$ cat src/rtl/uart_sample_bridge.sv
// uart_sample_bridge
//
// Sits between the UART core's Rx/Tx FIFOs and the filter datapath.
//   Rx path: pops bytes from a first-word-fall-through Rx FIFO, pairs them into little-endian
//            2*DBITS samples and offers each one on a valid/ready handshake.
//   Tx path: accepts filtered samples on a valid/ready handshake and pushes the low byte, then
//            the high byte, into the Tx FIFO, respecting tx_full.
// The two paths are independent and may both be busy in the same cycle.
//
// Optional feature (macro UART_BRIDGE_TIMEOUT_EN):
//   When defined, a partial sample whose high byte does not arrive within TIMEOUT_CYCLES is
//   dropped and timeout_err pulses for one cycle. When undefined, no counter exists,
//   timeout_err is tied low and the bridge waits forever for the high byte.
//
// Parameters:
//   DBITS          UART word width; sample width is 2*DBITS.
//   TIMEOUT_CYCLES cycles allowed between low and high byte (minimum 2).
//   TO_BITS        timeout counter width, 2^TO_BITS > TIMEOUT_CYCLES.
//
// Ports:
//   clk_100MHz     in   system clock, rising edge
//   reset_n        in   asynchronous active-low reset
//   rx_empty       in   Rx FIFO empty
//   rx_data        in   Rx FIFO head word
//   rx_read        out  Rx FIFO pop strobe (combinational)
//   tx_full        in   Tx FIFO full
//   tx_write       out  Tx FIFO push strobe (combinational)
//   tx_data        out  byte presented to the Tx FIFO (combinational)
//   smp_out_data   out  assembled sample (registered)
//   smp_out_valid  out  smp_out_data valid (registered)
//   smp_out_ready  in   filter accepts the sample
//   smp_in_data    in   filtered sample
//   smp_in_valid   in   smp_in_data valid
//   smp_in_ready   out  bridge accepts a sample (combinational)
//   timeout_err    out  one-cycle pulse when a partial sample is discarded (registered)

module uart_sample_bridge #(
   parameter int unsigned DBITS          = 8,
   parameter int unsigned TIMEOUT_CYCLES = 1_000_000,
   parameter int unsigned TO_BITS        = 20
) (
   input  logic               clk_100MHz,
   input  logic               reset_n,
   // Rx FIFO side
   input  logic               rx_empty,
   input  logic [DBITS-1:0]   rx_data,
   output logic               rx_read,
   // Tx FIFO side
   input  logic               tx_full,
   output logic               tx_write,
   output logic [DBITS-1:0]   tx_data,
   // Sample stream to the filter
   output logic [2*DBITS-1:0] smp_out_data,
   output logic               smp_out_valid,
   input  logic               smp_out_ready,
   // Sample stream from the filter
   input  logic [2*DBITS-1:0] smp_in_data,
   input  logic               smp_in_valid,
   output logic               smp_in_ready,
   // Status
   output logic               timeout_err
);

   localparam int unsigned SW = 2 * DBITS;

   // Elaboration-time parameter sanity checks.
   if (TIMEOUT_CYCLES < 2) begin : g_bad_timeout
      $error("uart_sample_bridge: TIMEOUT_CYCLES must be at least 2");
   end
   if ((TIMEOUT_CYCLES >> TO_BITS) != 32'd0) begin : g_bad_to_bits
      $error("uart_sample_bridge: TO_BITS too narrow for TIMEOUT_CYCLES");
   end

   typedef enum logic [1:0] {
      RxLo,
      RxHi,
      RxOut
   } rx_state_e;

   typedef enum logic [1:0] {
      TxIdle,
      TxLo,
      TxHi
   } tx_state_e;

   // ---------------------------------------------------------------------------------------------
   // Receive path
   // ---------------------------------------------------------------------------------------------
   rx_state_e          rx_state_q, rx_state_d;
   logic [DBITS-1:0]   lo_q, lo_d;
   logic [SW-1:0]      smp_data_q, smp_data_d;
   logic               smp_valid_q, smp_valid_d;

`ifdef UART_BRIDGE_TIMEOUT_EN
   localparam logic [TO_BITS-1:0] ToLast = TO_BITS'(TIMEOUT_CYCLES - 1);

   logic [TO_BITS-1:0] to_cnt_q, to_cnt_d;
   logic               to_err_q, to_err_d;
`endif

   always_comb begin
      rx_state_d  = rx_state_q;
      lo_d        = lo_q;
      smp_data_d  = smp_data_q;
      smp_valid_d = smp_valid_q;
      rx_read     = 1'b0;
`ifdef UART_BRIDGE_TIMEOUT_EN
      to_cnt_d    = to_cnt_q;
      to_err_d    = 1'b0;
`endif

      unique case (rx_state_q)
         RxLo: begin
            rx_read = ~rx_empty;
            if (!rx_empty) begin
               lo_d       = rx_data;
               rx_state_d = RxHi;
`ifdef UART_BRIDGE_TIMEOUT_EN
               to_cnt_d   = '0;
`endif
            end
         end

         RxHi: begin
            rx_read = ~rx_empty;
            // A pop always wins over an expiry in the same cycle.
            if (!rx_empty) begin
               smp_data_d  = {rx_data, lo_q};
               smp_valid_d = 1'b1;
               rx_state_d  = RxOut;
            end
`ifdef UART_BRIDGE_TIMEOUT_EN
            else if (to_cnt_q == ToLast) begin
               to_err_d   = 1'b1;
               rx_state_d = RxLo;
            end else if (to_cnt_q != '1) begin
               to_cnt_d = to_cnt_q + 1'b1;
            end
`endif
         end

         RxOut: begin
            // No pops here: holding the sample is what backpressures the Rx FIFO.
            if (smp_out_ready) begin
               smp_valid_d = 1'b0;
               rx_state_d  = RxLo;
            end
         end

         default: begin
            rx_state_d  = RxLo;
            smp_valid_d = 1'b0;
         end
      endcase
   end

   always_ff @(posedge clk_100MHz or negedge reset_n) begin
      if (!reset_n) begin
         rx_state_q  <= RxLo;
         lo_q        <= '0;
         smp_data_q  <= '0;
         smp_valid_q <= 1'b0;
      end else begin
         rx_state_q  <= rx_state_d;
         lo_q        <= lo_d;
         smp_data_q  <= smp_data_d;
         smp_valid_q <= smp_valid_d;
      end
   end

`ifdef UART_BRIDGE_TIMEOUT_EN
   always_ff @(posedge clk_100MHz or negedge reset_n) begin
      if (!reset_n) begin
         to_cnt_q <= '0;
         to_err_q <= 1'b0;
      end else begin
         to_cnt_q <= to_cnt_d;
         to_err_q <= to_err_d;
      end
   end

   assign timeout_err = to_err_q;
`else
   assign timeout_err = 1'b0;
`endif

   assign smp_out_data  = smp_data_q;
   assign smp_out_valid = smp_valid_q;

   // ---------------------------------------------------------------------------------------------
   // Transmit path
   // ---------------------------------------------------------------------------------------------
   tx_state_e     tx_state_q, tx_state_d;
   logic [SW-1:0] tx_hold_q, tx_hold_d;

   always_comb begin
      tx_state_d   = tx_state_q;
      tx_hold_d    = tx_hold_q;
      tx_write     = 1'b0;
      smp_in_ready = 1'b0;
      tx_data      = tx_hold_q[DBITS-1:0];

      unique case (tx_state_q)
         TxIdle: begin
            smp_in_ready = 1'b1;
            if (smp_in_valid) begin
               tx_hold_d  = smp_in_data;
               tx_state_d = TxLo;
            end
         end

         TxLo: begin
            tx_write = ~tx_full;
            if (!tx_full) begin
               tx_state_d = TxHi;
            end
         end

         TxHi: begin
            tx_data  = tx_hold_q[SW-1:DBITS];
            tx_write = ~tx_full;
            if (!tx_full) begin
               tx_state_d = TxIdle;
            end
         end

         default: begin
            tx_state_d = TxIdle;
         end
      endcase
   end

   always_ff @(posedge clk_100MHz or negedge reset_n) begin
      if (!reset_n) begin
         tx_state_q <= TxIdle;
         tx_hold_q  <= '0;
      end else begin
         tx_state_q <= tx_state_d;
         tx_hold_q  <= tx_hold_d;
      end
   end

endmodule

$ cat config.mk
export PLATFORM = sky130hd
export DESIGN_NAME = uart_sample_bridge
export DESIGN_NICKNAME = d
export VERILOG_FILES = /design/src/rtl/uart_sample_bridge.sv
export SDC_FILE = /design/constraint.sdc
export NUM_CORES = 1
export LEC_CHECK = 0
export CORE_MARGIN = 2
export CORE_UTILIZATION = 30
export DETAILED_ROUTE_END_ITERATION = 10
export HOLD_SLACK_MARGIN = 0.08
export PLACE_DENSITY = 0.59
export RECOVER_POWER = 100
export SYNTH_ARGS = -nofsm -noshare
export SYNTH_HDL_FRONTEND = slang
export SYNTH_SLANG_ARGS = --single-unit
$ cat constraint.sdc
create_clock -name clk_100MHz -period 1.9 [get_ports clk_100MHz]
set_clock_uncertainty 0.05 [all_clocks]
set_input_delay 0.38 -clock clk_100MHz [delete_from_list [all_inputs] [get_ports clk_100MHz]]
set_output_delay 0.38 -clock clk_100MHz [all_outputs]
set_load 0.01 [all_outputs]
==> impl_metrics.csv <==
group,metric,value,unit
setup_path,crit_required,1.47,ns
route,drt-total-wl,3990,microns
cells_and_area,fin_util,44.4,%
setup_path,crit_path_top_delay_cell,"dfrtp_1",
place,port_buffers,57,
pwr,p_leak,1.23,nW
synthesis,synth_fp_nets,159,
cts,clock-sinks,45,
setup_path,cp_cell_sequence,"inv_2 > ha_4 > buf_8 > mux2_4 > buf_6",
pwr,vdd.ir_drop.worst,0.698,mV
die,ios,59,
setup_path,endpoint_kind,"output port",
synthesis,synth_cells,124,
cts,clk_path_buf_depth,2,
cts,htree_levels,2,
route,vias_per_cell,4.49,
synthesis,avgSynthCellArea,15.6,sq um
synthesis,yosysTopAreaCell,"dfrtp_1",
setup_path,cp_max_fo,5,
setup_path,slowest_delay,0.39,ns
place,routabilityCongestion,0.770,
timing,finalHoldViolations,0,
die,core_area,0.00631,sq mm
route,via_count,1226,
cts,clkTransAtPathRegs,0.08,ns
cts,cts-root-buf,"clkbuf_8",
route,drtPass1Iterations,4,
setup_path,critical-path-top-delay-family,"flip-flops",
timing,slew_violations,0,
timing,post-route-period-util,101,%
outcome,status,"finished, violations left",
route,postRouteAntennaNets,0,
die,dieArea,0.00711,sq mm
timing,setup_tns,-0.152,ns
synthesis,yosysWarnings,0,
hold_path,hold_path.class,"input pin to asynchronous set/reset pin",
cells_and_area,num_antenna_cells,0,
timing,setup_viol_count_final,9,
global_routing,gr-total-overflow,0,
global_routing,antenna_found_initial,0,
route,drc,0,
synthesis,syn-cell-area,0.00194,sq mm
cells_and_area,fin_nets,230,
die,die_w,84.4,microns
die,die_h,84.4,microns
synthesis,synth.area.top_cells,"dfrtp_1 58%, mux2_2 24%, mux2_4 7.0%",
place,place_ws,-0.142,ns
timing,worst_pin_slew,1.09,ns
pwr,power.density,1700,mW/mm^2
timing,max_slew_margin,27.6,%
synthesis,synth_top_area_share,58.1,%
setup_path,critical_path_class,"flip-flop to output port",
synthesis,ys_ff_latch,45,
die,start_util,30.7,%
timing,post-route-min-period,1.93,ns
outcome,violations,"negative setup slack",
global_routing,grt_pass1_wl,6830,microns
timing,grt_setup_unrepaired,"true",
setup_path,crit_buf_inv,3,
cts,cts-buffers-inserted,5,
place,dp.cells,260,
place,dp_hpwl,2740,microns
global_routing,grt_use_total,12.2,%
global_routing,grt_pass1_vias,1368,
synthesis,ys_seq_area_share,58.1,%
route,wl_per_cell,14.6,microns
cells_and_area,drive_gt1_share,39.3,%
setup_path,arrival,1.50,ns
run,cap_violations,0,
route,drt_iter0_drc,38,
die,rows,29,
setup_path,worstSetupStartpointType,"flip-flop",
global_routing,grt_max_degree,46,
cts,cts_tree,"done",
cells_and_area,syn_to_final_growth,44.7,%
timing,layout_setup_ws,-0.0279,ns
timing,fmax,519,MHz
cts,worstSkewPairLatency,0.29,ns
synthesis,synth.distinct_cells,20,
cells_and_area,layoutNonFillerInstCount,273,
## cells in the mapped netlist
library cell / count
buf_2: 2
nor2_2: 1
buf_6: 1
dfrtp_1: 45
nand2_1: 2
buf_12: 1
mux2_2: 41
mux2_4: 9
a21o_2: 1
a21oi_1: 1
buf_4: 1
conb_1: 1
o21ai_0: 3
nor3_2: 1
inv_1: 4
xor2_1: 1
ha_1: 5
nor2b_1: 1
and2_4: 1
nor2_1: 2
## worst register-to-register path, cell delays in order, from the launching register on
cell      delay, ns
dfrtp_1        0.40
buf_4          0.13
inv_1          0.09
ha_4           0.19
nand2_1        0.05
clkbuf_2       0.36
mux2_2         0.39
## power breakdown
part / switching [mW] / internal [mW] / total (mW)
combinational: 0.821 / 1.48 / 2.30
sequential: 0.267 / 1.45 / 1.72
clock: 0.309 / 0.429 / 0.738
total: 1.40 / 3.36 / 4.76
## sequential cells by signal, indices dropped and copies added, names as in the netlist
signal         flops
smp_out_valid      1
rx_state_q         2
tx_state_q         2
smp_out_data      16
lo_q               8
tx_hold_q         16
## layer usage
layer	routed length [microns]	up-vias	track usage, %
met5	0	-	0
met1	1770	601	15.5
met3	299	6	4.72
met4	57	0	3.90
li1	-	566	-
met2	1860	53	19.4
## cell families (layout without fill, tap and decap cells)
family | count (synthesis) | in the layout | share of synthesized area, %
buf+inv | 9 | 81 | 3.29
xor+xnor | 1 | 1 | 0.452
simple gates | 8 | 8 | 2.39
fa+ha+maj | 5 | 5 | 3.23
compound gates | 5 | 5 | 1.49
other cells | 1 | 1 | 0.194
mux | 50 | 50 | 30.8
flops | 45 | 45 | 58.1
## layout by cell type, fill, tap and decap left out, drive strengths merged
cell type       n
mux2           50
dfrtp          45
clkdlybuf4s50  44
buf            18
clkbuf         11
ha              5
inv             4
nor2            3
o21ai           3
nand2           2
dlygate4sd2     2
nor2b           1
and2            1
xor2            1
nor3            1
a21o            1
a21oi           1
conb            1
bufinv          1
dlygate4sd3     1
## path summary, 6_finish.rpt
| check | depth (start not counted) | start | to | slack [ns] |
|---|---|---|---|---|
| worst max-delay path | 5 | tx_state_q[0] | tx_data[2] | -0.03 |
| worst min-delay path | 2 | reset_n | tx_hold_q[15] | 0.31 |
| min in group clk_100MHz | 1 | smp_out_data[4] | smp_out_data[4] | 0.44 |
| max in group asynchronous | 2 | reset_n | smp_out_data[0] | 0.83 |
| worst max register to register | 6 | tx_state_q[1] | tx_hold_q[2] | 0.13 |
| worst min register to register | 1 | smp_out_data[4] | smp_out_data[4] | 0.44 |
## layout make-up
cell class	count	area (sq um)
clock buffers	7	86.3
clock inverters	1	30.0
fillers	586	3510
inverters	4	15.0
multi-input cells	70	776
flip-flops and latches	45	1130
well taps	77	96.3
repair buffers	69	673
## stage by stage
stage                     total power [mW]  hold slack (ns)  area (sq um)
after detailed placement              3.93            0.438          2630
final                                 4.76            0.315          2800
after global placement                3.85            0.435          2630
after CTS                             5.03            0.119          2890
after global routing                  5.09            0.421          2800
after floorplan                       2.89           0.0344          1940
## repair_timing
action | in CTS | in global routing
pin swaps | 1 | 1
setup buffers | 5 | 2
hold buffers | 0 | 0
gates cloned | 1 | 0
gates resized for setup | 62 | 1
endpoints found under the setup margin | 11 | 10
(Power assumes the default switching activity.)
